[config.mk]
export PLATFORM = sky130hd
export DESIGN_NAME = led_pattern_gen
export DESIGN_NICKNAME = d
export VERILOG_FILES = /design/src/rtl/led_pattern_gen.sv
export SDC_FILE = /design/constraint.sdc
export NUM_CORES = 1
export LEC_CHECK = 0
export ABC_AREA = 0
export CAP_MARGIN = 20
export CORE_ASPECT_RATIO = 0.6
export CORE_UTILIZATION = 67
export DETAILED_ROUTE_END_ITERATION = 10
export PLACE_DENSITY = 0.95
export RECOVER_POWER = 25
export SETUP_SLACK_MARGIN = 0.3
export SYNTH_ARGS = -nofsm -noshare
export SYNTH_HDL_FRONTEND = slang
export SYNTH_SLANG_ARGS = --single-unit
[constraint.sdc]
create_clock -name clk -period 7.05 [get_ports clk]
set_input_delay 1.41 -clock clk [delete_from_list [all_inputs] [get_ports clk]]
set_output_delay 1.41 -clock clk [all_outputs]
set_load 0.01 [all_outputs]
[src/rtl/led_pattern_gen.sv]
// led_pattern_gen
// Multi-channel LED driver. A shared prescaler produces a slow tick from clk,
// and a shared free-running counter provides the PWM ramp. Each channel runs
// one of four modes: OFF, ON, BLINK (half-period counted in ticks) or
// PWM (duty counted in clk cycles per frame). Channels are reprogrammed at
// runtime through a single valid/ready write port.
//
// Ports:
//   clk         system clock
//   rst_n       asynchronous active-low reset
//   cfg_valid   write request
//   cfg_ready   write can be accepted this cycle (drops for one cycle after
//               every acceptance)
//   cfg_ch      target channel index
//   cfg_mode    0=OFF, 1=ON, 2=BLINK, 3=PWM
//   cfg_period  BLINK half-period in ticks (0 behaves as 1)
//   cfg_duty    PWM high count per frame
//   cfg_err     one-cycle pulse when an accepted write named a missing channel
//   tick        registered one-cycle pulse per prescaler wrap
//   led         registered LED drive, active high
module led_pattern_gen #(
    parameter int NUM_CH   = 4,
    parameter int TICK_DIV = 4800,
    parameter int PER_W    = 16,
    parameter int PWM_W    = 8,
    parameter int CH_W     = (NUM_CH > 1) ? $clog2(NUM_CH) : 1
) (
    input  logic              clk,
    input  logic              rst_n,
    input  logic              cfg_valid,
    output logic              cfg_ready,
    input  logic [CH_W-1:0]   cfg_ch,
    input  logic [1:0]        cfg_mode,
    input  logic [PER_W-1:0]  cfg_period,
    input  logic [PWM_W-1:0]  cfg_duty,
    output logic              cfg_err,
    output logic              tick,
    output logic [NUM_CH-1:0] led
);

    localparam int PRE_W = $clog2(TICK_DIV);
    localparam logic [PRE_W-1:0] PRE_MAX = PRE_W'(TICK_DIV - 1);
    // One extra bit so NUM_CH itself is representable for the range check.
    localparam logic [CH_W:0] NUM_CH_V = (CH_W + 1)'(NUM_CH);

    typedef enum logic [1:0] {
        MODE_OFF   = 2'd0,
        MODE_ON    = 2'd1,
        MODE_BLINK = 2'd2,
        MODE_PWM   = 2'd3
    } mode_e;

    logic [PRE_W-1:0] pre_cnt;
    logic [PWM_W-1:0] pwm_cnt;
    logic             tick_int;
    logic             accept;
    logic             ch_ok;

    mode_e            mode    [NUM_CH];
    logic [PER_W-1:0] period  [NUM_CH];
    logic [PWM_W-1:0] duty    [NUM_CH];
    logic [PER_W-1:0] ph_cnt  [NUM_CH];
    logic [PER_W-1:0] ph_last [NUM_CH];
    logic [NUM_CH-1:0] blink_q;
    logic [NUM_CH-1:0] wr_sel;
    logic [NUM_CH-1:0] led_nxt;

    assign tick_int = (pre_cnt == PRE_MAX);
    assign accept   = cfg_valid && cfg_ready;
    assign ch_ok    = ({1'b0, cfg_ch} < NUM_CH_V);

    always_comb begin
        wr_sel  = '0;
        led_nxt = '0;
        for (int i = 0; i < NUM_CH; i++) begin
            // An out-of-range index selects no channel at all.
            wr_sel[i]  = accept && ch_ok && (cfg_ch == CH_W'(i));
            // Period 0 is treated as period 1: the last phase is then 0.
            ph_last[i] = (period[i] == '0) ? '0 : period[i] - PER_W'(1);
            case (mode[i])
                MODE_OFF:   led_nxt[i] = 1'b0;
                MODE_ON:    led_nxt[i] = 1'b1;
                MODE_BLINK: led_nxt[i] = blink_q[i];
                MODE_PWM:   led_nxt[i] = (pwm_cnt < duty[i]);
                default:    led_nxt[i] = 1'b0;
            endcase
        end
    end

    always_ff @(posedge clk or negedge rst_n) begin
        if (!rst_n) begin
            pre_cnt   <= '0;
            pwm_cnt   <= '0;
            tick      <= 1'b0;
            cfg_ready <= 1'b1;
            cfg_err   <= 1'b0;
            led       <= '0;
            blink_q   <= '0;
            for (int i = 0; i < NUM_CH; i++) begin
                mode[i]   <= MODE_OFF;
                period[i] <= '0;
                duty[i]   <= '0;
                ph_cnt[i] <= '0;
            end
        end else begin
            pre_cnt   <= tick_int ? '0 : pre_cnt + PRE_W'(1);
            pwm_cnt   <= pwm_cnt + PWM_W'(1);
            tick      <= tick_int;
            // Ready drops for exactly the cycle after an acceptance.
            cfg_ready <= !accept;
            cfg_err   <= accept && !ch_ok;
            led       <= led_nxt;
            for (int i = 0; i < NUM_CH; i++) begin
                if (wr_sel[i]) begin
                    // A write on a tick edge wins: the tick is dropped for
                    // this channel and BLINK restarts lit at phase 0.
                    mode[i]    <= mode_e'(cfg_mode);
                    period[i]  <= cfg_period;
                    duty[i]    <= cfg_duty;
                    ph_cnt[i]  <= '0;
                    blink_q[i] <= 1'b1;
                end else if (tick_int && (mode[i] == MODE_BLINK)) begin
                    if (ph_cnt[i] == ph_last[i]) begin
                        ph_cnt[i]  <= '0;
                        blink_q[i] <= ~blink_q[i];
                    end else begin
                        ph_cnt[i] <= ph_cnt[i] + PER_W'(1);
                    end
                end
            end
        end
    end

endmodule

==> results.md, run 1 <==
- The CTS tree is built.
- The number of fill cells is around 1300.
- The number of max-capacitance violations reported is 1.
- The final critical path takes up 67.3% of the cycle.
- The worst reg2reg path startpoint is period[16].
- In this run the horizontal extent of the chip is 177 um.
- The run finished, with violations left.
- The cell count after placement is between 1500 and 2000.
- The share of layout cells above drive strength 1 is 8.47%.
- The first-pass detailed-route iteration total is 8.
- The initial antenna violation count is 0.
- The worst-case IR drop observed on VDD is 196 uV.
- The number of distinct standard cells referenced by the synthesized netlist is 80.
- The share of the yosys chip area belonging to registers is 40.3%.
- After the first detailed-routing iteration, the DRC count stood at ~1400.
- The post-cts hold buffer count is 0.
- The count of endpoints failing setup in the final report is 0.
- The transition time of the tightest slew-check pin is roughly 2900 ps.
- From synthesis to final layout, the design area changed by 8.70%.
- Across all register-to-register paths, the minimum setup slack is 2850 ps.
- The standard cell area after detailed placement is 12800 um^2.
- The post-synthesis async set-or-reset flop share is 100%.
- After clock tree synthesis, the setup repair step added 0 buffers.
- The clock net sink count is 199.
- The number of global-route vias before repair is 10100.
- The area of the placeable core is 18100 um^2.
- The multi-input combinational cells in the finished layout cover a total of just under 7000 um^2.
- The number of top-level pins is 38.
- Clock latency on the worst-skew pair, taken at its later pin, is 460 ps.
- For this run, the top clock speed supported by timing is 0.211 GHz.
- The die outline area is approximately 19000 um^2.
- For this design the static power due to leakage is 5.72 nW.
- The post-synthesis instance total is about 1400.
- Clock-pin slew was measured on the worst setup and hold paths at 70 ps.
- The final reports fail on max-capacitance violations, max-slew violations.
- Dividing the detail-routed via count by the number of cells gives 6.65.
- Across every metal layer, demand over resource in global routing totals 35.4%.
- The type of the most critical hold path is reg -> reg.
- Each instance of the synthesized netlist takes up on average 9.03 um^2.
- Setup repair after global routing left no endpoint under its margin.
- The final-stage net count is ~1400.
- The startpoint-to-endpoint class of the critical path is in -> async.
- The worst clock skew on the final layout is between 9 and 10 ps.
- The most used flip-flop cell after synthesis is dfrtp_1.
- The cell count of the worst reg-to-reg path is 9.
- Yosys printed 0 warnings.
- The worst max-slew margin expressed relative to the limit is -94.7%.
- After routing the design area is 13400 um^2.
- For the finished layout, the period the worst path requires is 4740 ps.
- Buffers placed on the I/O ports in this run total 36.
- The final-report hold violation count is 0.
- The destination of the critical timing path is duty[18].
- Before CTS, the worst setup slack after placement is around 3000 ps.
- The number of cells upsized or downsized after cts is 0.
- The count of final max-slew check failures is 117.
- The total DRC errors in the routed layout is 0.
- The number of flops mapped to enable cells by yosys is 0.
- The sequential cells in the finished layout cover a total of 4980 um^2.
- The worst setup path startpoint is rst_n.
- For this run the aggregate overflow at the end of global routing stands at 0.
- The number of synthesized register bits is slightly below 200.
- In this run the deepest clock path goes through 2 buffers.
- Data arrives at the worst endpoint at 5220 ps.
- The count of inserted antenna diode cells is 0.
- The power per cell area is 250 nW/um^2.
- The number of vias after detailed routing is about 11000.
- Summed over all nets, the half-perimeter wirelength after detailed placement is 22400 um.
- The cell at the root of the clock tree is clkbuf_16.
- Entering global routing, the biggest net connects 130 pins.
- Synthesis produced a netlist with a net count of 1437.
- The cell row count is 38.
- The number of clock buffers inserted by TritonCTS is 17.
- In this run the remaining antenna-violating nets after routing total 0.
- The routability congestion estimate from global placement is 0.929.
- STA classifies the critical path startpoint as a primary input.
- The cell area after synthesis is 12300 um^2.
- For the final routed database, the setup TNS stands at 0 ps.
- The finished layout holds 1622 standard cells, fillers aside.
- The initial utilization of the core area, before any placement, comes to 68.3%.
- The first global-routing pass estimated 52000 um of wire.
- The H-tree level count is 4.
- The data required time of the worst path is about 7500 ps.
- The routed design has approximately 33000 um of wire.
- The smallest setup slack after layout is 2310 ps.
- The worst setup path is captured at an async pin.
- The post-detailed-route wirelength per cell is roughly 20 um.
- Measured along the y axis, the die boundary spans 107 um.
- The destination of the worst register-to-register timing path is ph_cnt[23].
- The highest fanout seen on the critical path is 116.
[how the worst min path moves through the flow]
| stage | from | end | slack (ps) | cells past startpoint |
|---|---|---|---|---|
| 2_1_floorplan | pre_cnt[4] | pre_cnt[4] | 440 | 1 |
| 3_3_place_gp | pre_cnt[4] | pre_cnt[4] | 450 | 1 |
| 3_5_place_dp | pre_cnt[4] | pre_cnt[4] | 460 | 1 |
| 4_1_cts | pre_cnt[4] | pre_cnt[4] | 480 | 1 |
| 5_1_grt | pre_cnt[4] | pre_cnt[4] | 500 | 1 |
| 6_report | pre_cnt[4] | pre_cnt[4] | 480 | 1 |
[state kept, by name (all words and copies together) (netlist names)]
register / cells
led: 4
pre_cnt: 13
cfg_ready: 1
mode: 8
duty: 32
tick: 1
blink_q: 4
period: 64
ph_cnt: 64
pwm_cnt: 8
[layer usage]
layer | track usage [%] | up-vias | wire length, um
met3 | 7.16 | 87 | 3200
met4 | 13.9 | 0 | 877
li1 | - | 4860 | -
met2 | 54.7 | 585 | 14600
met1 | 49.2 | 5257 | 13900
met5 | 0 | - | 0
[cell type report]
type	count	area share, %
repair buffers	43	3.01
clock buffers	19	3.37
well taps	240	2.24
clock inverters	13	1.25
flip-flops and latches	199	37.1
inverters	57	1.59
multi-input cells	1051	51.4
[power by group]
| group | switching (mW) | leakage [nW] | internal, mW |
|---|---|---|---|
| sequential | 0.193 | 2.53 | 1.28 |
| combinational | 0.465 | 2.88 | 0.370 |
| clock | 0.468 | 0.306 | 0.583 |
[kinds of logic (layout without fill, tap and decap cells)]
group / count (synthesis) / count (layout) / synth area share, %
mux: 61 / 61 / 5.39
compound gates: 201 / 201 / 11.0
simple gates: 624 / 624 / 26.2
xor+xnor: 126 / 126 / 9.27
flops: 199 / 199 / 40.3
other cells: 1 / 1 / 0.0304
buf+inv: 118 / 132 / 3.87
fa+ha+maj: 38 / 38 / 3.85
[cells in the final DEF (no fill, tap or decap), types with 6 or more instances in the layout]
cell,Yosys,layout
o31ai_1,6,6
and2_1,14,11
a31oi_1,11,11
dfrtp_1,198,198
a21oi_1,29,29
nor3_1,78,76
o22ai_1,6,6
nand3b_1,9,9
or4_1,20,20
or2_2,13,13
nor2_1,88,88
o21ai_0,51,51
mux2_2,44,44
xnor2_1,69,69
o21bai_1,6,6
mux2i_1,17,17
or3_1,16,16
clkdlybuf4s50_1,0,34
nand2_1,199,199
nor2b_1,13,13
nand3_1,39,39
clkbuf_16,0,17
a21o_1,19,19
inv_1,57,57
nor4b_1,6,6
ha_1,38,38
nand2b_1,12,12
nor4_1,25,25
and3_1,23,23
nor3b_1,6,6
xor2_1,54,54
buf_4,1,6
a211oi_1,6,6
nand4_1,34,34
[per-stage QoR]
step	utilization, %	power (mW)	hold WS (ps)
6_report	74.3	3.36	478
5_1_grt	74.3	3.49	503
4_1_cts	74.3	3.34	480
3_5_place_dp	70.9	2.29	459
3_3_place_gp	70.9	2.24	454
2_1_floorplan	-	2.03	438
[Yosys cell counts (9+ instances only)]
library cell	instances	area, um^2
nand3b_1	9	67.6
or4_1	20	150
a21o_1	19	143
nand3_1	39	195
inv_1	57	214
nand2_1	199	747
nor2_1	88	330
clkbuf_1	46	173
and2_1	14	87.6
or3_1	16	100
nand2b_1	12	75.1
nor3_1	78	390
a21oi_1	29	145
nor2b_1	13	81.3
ha_1	38	475
nand4_1	34	213
o21ai_0	51	255
nor4_1	25	156
and3_1	23	144
dfrtp_1	198	4950
xnor2_1	69	604
mux2i_1	17	170
xor2_1	54	473
mux2_2	44	495
or2_2	13	81.3
a31oi_1	11	68.8
[worst max-delay path, stage by stage]
cell and delay [ps]:
clkbuf_1 540, clkbuf_2 2100, buf_4 960
(Power assumes the default switching activity.)
==> inputs of run 2 (changes only) <==
Settings changed: CORE_UTILIZATION 67 to 63, PLACE_DENSITY 0.95 to 0.91.
Clock period 7.05 ns to 4.6 ns, I/O delays scaled along.
==> results.md, run 2 (synthesis gave the netlist of run 1 again) <==
- The data arrival time of the worst path is 4230 ps.
- The routability congestion estimate from global placement is 0.943.
- In the layout the commonest cells are 199 x nand2_1, 198 x dfrtp_1, 88 x nor2_1, 76 x nor3_1, 69 x xnor2_1.
- The layout has 1432 filler cells.
- The post-detailed-route wirelength per cell is 19.8 um.
- The worst reg2reg path startpoint is period[38].
- Global routing finished with a remaining overflow of 0.
- The power per cell area is 375 nW/um^2.
- The master of the slowest instance on the critical path is nor3_2.
- The cell at the root of the clock tree is clkbuf_16.
- The die covers 20200 um^2.
- Global routing used 33.4% of the available tracks across all layers.
- The total DRC errors in the routed layout is 0.
- The worst path buffer plus inverter count is 0.
- The count of final max-slew check failures came to 119.
- Along the worst hold path, the cell count comes to 1.
- The count of inserted antenna diode cells is 0.
- The number of top-level pins is 38.
- Leaving out fill and tap cells, the most frequent cell in the layout is nand2_1.
- The H-tree was split into 4 levels.
- Summed over all failing endpoints, the final setup total negative slack is 0 ps.
- The endpoint of the worst hold-timing path is pre_cnt[4].
- The final-stage net count is 1445.
- The share of layout cells above drive strength 1 is 9.07%.
- The via density per instance is 6.46.
- The critical path is of the reg -> reg type.
- The startpoint of the tightest hold check path is pre_cnt[4].
- The worst hold path belongs to the class reg -> reg.
- In this run the remaining antenna-violating nets after routing total 0.
- Clock-pin slew was measured on the worst setup and hold paths at roughly 80 ps.
- The routed metal-1 wirelength is 14600 um.
- In the final layout, the registers with the most flip-flops are period: 64 flops, ph_cnt: 64 flops, duty: 32 flops.
- The sum of met3 wire segment lengths after detailed routing is roughly 2900 um.
- The growth of design area from synthesis to finish is 9.20%.
- Setup violations remaining at the end of the flow were counted as 0.
- The final layout contains routed wiring with a total length of 32700 um.
- Once routing completed, OpenROAD measured the worst setup slack at 662 ps.
- STA classifies the critical path startpoint as a register.
- The horizontal die dimension is 183 um.
- After layout, the worst path uses 85.6% of the clock period.
- The number of global-route vias before repair is 10100.
- Counting the buffers created by CTS gives 17.
- The clock network latency to the later pin of the worst-skew pair is 450 ps.
- The standby leakage power is 5.74 nW.
- The run finished, with violations left.
- The uppermost signal routing layer after detailed routing is met4.
- The upper clock frequency limit is 0.254 GHz.
- The standard cell area after detailed placement is 12900 um^2.
- The number of DRC violations after detailed-routing iteration 0 is 1244.
- After layout, the minimum clock period comes to 3940 ps.
- The checks that failed: max-capacitance violations, max-slew violations.
- For this design, the sink count on the clock tree is about 200.
- The height of the die is 110 um.
- The destination of the worst register-to-register timing path is ph_cnt[44].
- The final-report hold violation count is 0.
- The total non-filler cell area in the finished layout is 13500 um^2.
- STA classifies the critical path endpoint as a register.
- Setup repair after global routing left no endpoint under its margin.
- In this run the tightest slew margin relative to its limit is -101%.
- The cell count after placement is 1623.
- The number of max-capacitance violations reported is 1.
- The post-layout total power is 5.06 mW.
- The stage delay of the slowest cell on the critical path is 740 ps.
- The CTS tree is built.
- For the final database, setup skew stands at 11.4 ps.
- The first global-routing pass estimated between 50000 and 60000 um of wire.
- The initial antenna violation count is 0.
- The highest fanout seen on the critical path is 14.
- Across the VDD grid, the largest voltage drop is 317 uV.
- In this run the core area contains 39 standard-cell rows.
- The number of vias after detailed routing is 10700.
- The count of input and output buffers is 36.
- The critical path goes through nor4_1 > and4_1 > nand2_1 > or3_1 > a311oi_1 > nand4_1 > nor3_2 > nor3_1.
- The first-pass detailed-route iteration total is 5.
- Measured in cells, the most critical reg-to-reg path has a length of 8.
- The floorplan step defined a core boundary enclosing 19100 um^2.
- The worst reg-to-reg setup slack is 660 ps.
- The final standard cell count with taps included and fillers excluded is roughly 1700.
- For the pin with the worst max-slew slack, the measured transition is 3020 ps.
- Once the floorplan was initialized, standard cells occupied 64.5% of the core.
- OpenSTA, run right after detailed placement, puts the worst setup slack at 783 ps.
- The maximum number of pins on one net before global-route repair is 119.
- Data on the critical path is required at its endpoint by 4890 ps.
- The kind of cell adding the most delay to the critical path is simple AND/OR/NAND/NOR gates.
- No sink is reached through more buffers than the 2 on the longest clock path.
- The most critical setup path has its startpoint at period[38].
- Summed over all nets, wire length on met2 after detailed routing comes to roughly 14000 um.
- The HPWL reported at the end of detailed placement is 22900 um.
run 2: worst max path at each step:
stage,end,cells after the start
final,ph_cnt[44],8
after global routing,ph_cnt[37],8
after CTS,ph_cnt[3],10
after detailed placement,ph_cnt[28],10
after global placement,ph_cnt[22],10
after floorplan,ph_cnt[22],12
run 2: area by class of cell:
cell class / instances / area, um^2 / area share (%)
Sequential cell: 199 / 4980 / 36.9
Inverter: 57 / 214 / 1.59
Tap cell: 266 / 333 / 2.47
Multi-Input combinational cell: 1051 / 6910 / 51.2
Timing Repair Buffer: 50 / 460 / 3.42
Clock inverter: 13 / 136 / 1.01
Clock buffer: 19 / 453 / 3.36
run 2: power by group:
group          total (mW)  internal (mW)  switching (mW)
Sequential           2.26           1.96           0.299
Clock                1.52          0.794           0.731
Combinational        1.27          0.572           0.698
run 2: layer usage:
layer,vias up,global-route usage [%]
met4,0,11.8
met1,5227,49.0
met3,75,6.96
met5,-,0
li1,4882,-
met2,501,48.8
run 2: timing repair:
item / 4_1_cts / 5_1_grt
hold endpoints to repair: 0 / 0
resized for setup: 0 / 1
buffers inserted: 0 / 0
hold buffers: 0 / 0
endpoints found under the setup margin: 0 / 14
run 2: per-stage QoR:
| step | utilization (%) | hold slack, ps |
|---|---|---|
| global placement | 67.4 | 453 |
| floorplan | - | 438 |
| finish | 70.5 | 481 |
| global route | 70.5 | 508 |
| CTS | 70.5 | 481 |
| detailed placement | 67.4 | 463 |
==> inputs of run 3 (changes only) <==
Settings changed: CORE_UTILIZATION 63 to 40, PLACE_DENSITY 0.91 to 0.66.
==> results.md, run 3 (synthesis gave the netlist of run 1 again) <==
- The count of endpoints failing setup in the final report is 0.
- Dividing the detail-routed wire length by the instance count gives 17.8 um.
- The CTS tree is built.
- The library cells used most frequently in the layout, excluding fill and tap cells, are 199 x nand2_1, 198 x dfrtp_1, 88 x nor2_1, 76 x nor3_1, 69 x xnor2_1.
- Counting cells, the worst reg-to-reg path comes to 8.
- The number of max-capacitance violations reported is 1.
- The library cell used most frequently in the layout, excluding fill and tap cells, is nand2_1.
- The count of buffers added on input and output ports is 36.
- The H-tree level count is 4.
- The largest registers in the layout are period: 64 flops, ph_cnt: 64 flops, duty: 32 flops.
- The min-delay analysis places its worst path in the category reg -> reg.
- The number of DRC violations after detailed-routing iteration 0 is 951.
- The sequential standard cell area is 4980 um^2.
- The share of layout cells above drive strength 1 is under 10%.
- The number of cells on the worst hold path is 1.
- The transition time of the tightest slew-check pin is 2260 ps.
- The number of global-route vias before repair is 9620.
- The minimum clock period is slightly below 4000 ps.
- In this design, the stage delay of the slowest critical-path cell is roughly 670 ps.
- After detailed routing, the number of remaining DRC violations is 0.
- The initial antenna violation count was 1.
- The startpoint of the tightest hold check path is pre_cnt[4].
- The worst reg2reg path startpoint is period[10].
- The number of clock buffers inserted by TritonCTS is 17.
- The number of hold buffers added after CTS was 0.
- Timing analysis after detailed placement gives a worst setup slack of 789 ps.
- The endpoint of the worst hold-timing path is pre_cnt[4].
- The worst pin sits at a relative slew slack of -50.4%.
- The die covers 31600 um^2.
- Clock tree synthesis selected as its root buffer the cell clkbuf_16.
- The worst setup path is launched from a register.
- The critical path starts at period[10].
- At the end of the flow, the number of nets in the layout was between 1000 and 1500.
- The maximum number of buffers from clock root to sink is 2.
- The clock network latency to the later pin of the worst-skew pair is around 460 ps.
- The final reports fail on max-capacitance violations, max-slew violations.
- For this design the ratio of total power to cell area is ~360 nW/um^2.
- STA classifies the critical path endpoint as a register.
- The worst clock skew on the final layout is around 11 ps.
- The data required time of the worst path is 4930 ps.
- The post-route fraction of the period consumed by the critical path is 84.5%.
- Setup repair after global routing left no endpoint under its margin.
- The horizontal die dimension is 229 um.
- The total congestion overflow is 0.
- The first-pass GRT wire length is 53100 um.
- The run finished, with violations left.
- The routability congestion estimate from global placement is slightly above 0.9.
- The master of the slowest instance on the critical path is a2111oi_0.
- Counting stages on the worst path, the most repeated cell is or4_1.
- Once the clock tree was built, the resizer swapped 0 gates to a different size.
- The remaining antenna violation count after routing is 0.
- Once the floorplan was initialized, standard cells occupied 40.9% of the core.
- 38 I/O pins were placed.
- The analysis attributes to cell leakage a power of 5.70 nW.
- From synthesis to final layout, the design area changed by 10.1%.
- The overall fraction of global-route tracks in use is 21.0%.
- The worst setup path is of the reg -> reg kind.
- The clock net sink count is 199.
- The upper clock frequency limit is 0.257 GHz.
- The maximum ir drop on the vdd rail is 317 uV.
- Clock-pin slew was measured on the worst setup and hold paths at 70 ps.
- The sum of negative setup slack is 0 ps.
- For flop-to-flop paths, the worst setup slack is 710 ps.
- The height of the die is between 100 and 150 um.
- Counting the fill cells in the layout gives 2967.
- In this run the critical register-to-register path is captured at ph_cnt[13].
- The final-report hold violation count is 0.
- The multi-input combinational cell area is 6900 um^2.
- The first-pass detailed-route iteration total is 5.
- The highest fanout seen on the critical path is 14.
- Detailed placement finished with a half-perimeter wire length of roughly 23000 um.
- Entering global routing, the biggest net connects between 80 and 90 pins.
- The total routed wirelength is between 30000 and 40000 um.
- The via density per instance is between 5 and 6.
- For the worst setup path, the data arrival time is approximately 4200 ps.
- Summing over every cut layer, the via total after detailed routing is 10100.
- The count of final max-slew check failures came to between 80 and 90.
- The post-layout total power is 4.88 mW.
- The initialized floorplan defines 49 standard-cell rows.
- The core region is between 30000 and 40000 um^2.
- The number of setup buffers added after CTS is 0.
- Setup slack on the critical path of the routed design comes to ~700 ps.
- Walking the worst path, the cells encountered are or4_1 > or2_2 > or4_1 > a32o_1 > a2111oi_0 > nand4_1 > nand2_1 > nor2_1.
run 3: cell types whose count changed in the layout (fill, tap and decap cells not counted), sizes merged:
| cell | change |
|---|---|
| buf | -2 |
| bufinv | -1 |
| clkbuf | +1 |
| clkinv | +3 |
| diode | +1 |
| inv | -4 |
run 3: layer usage:
layer / track usage, % / vias up / share of wire [%] / wire length (um)
li1: - / 4874 / - / -
met1: 33.7 / 4963 / 53 / 16900
met2: 27.9 / 255 / 40 / 12700
met3: 4.54 / 31 / 5.7 / 1800
met4: 5.16 / 0 / 1.4 / 434
met5: 0 / - / 0 / 0
run 3: worst max-delay path by stage:
| stage | to | cells past startpoint |
|---|---|---|
| floorplan | ph_cnt[22] | 12 |
| global placement | ph_cnt[25] | 10 |
| detailed placement | ph_cnt[27] | 10 |
| CTS | ph_cnt[20] | 10 |
| global route | ph_cnt[15] | 8 |
| finish | ph_cnt[13] | 8 |
run 3: where the power goes:
group | internal, mW | switching (mW) | total [mW]
sequential | 1.96 | 0.291 | 2.25
clock | 0.690 | 0.700 | 1.39
combinational | 0.568 | 0.669 | 1.24
total | 3.22 | 1.66 | 4.88
run 3: final cells by class:
type                       instances  area share (%)
clock inverter                    11           0.571
inverter                          57            1.57
clock buffer                      20            3.21
sequential                       199            36.6
tap                              408            3.76
timing repair buffer              48            3.46
multi-input combinational       1051            50.8
antenna                            1          0.0184
run 3: critical path: cells and delay by family (launching register included):
family / cells / cell delay, ps
AOI/OAI and AO/OA: 2 / 950
DFF: 1 / 460
and+or+nand+nor: 6 / 2340
run 3: metrics by stage:
stage / cells / util (%) / cell area, um^2 / hold WS [ps]
final: 1795 / 45.1 / 13600 / 477
after CTS: 1793 / 45.0 / 13600 / 475
after global placement: 1762 / 43.3 / 13100 / 461
after global routing: 1794 / 45.1 / 13600 / 482
after detailed placement: 1762 / 43.3 / 13100 / 461
after floorplan: 1368 / - / 12300 / 438
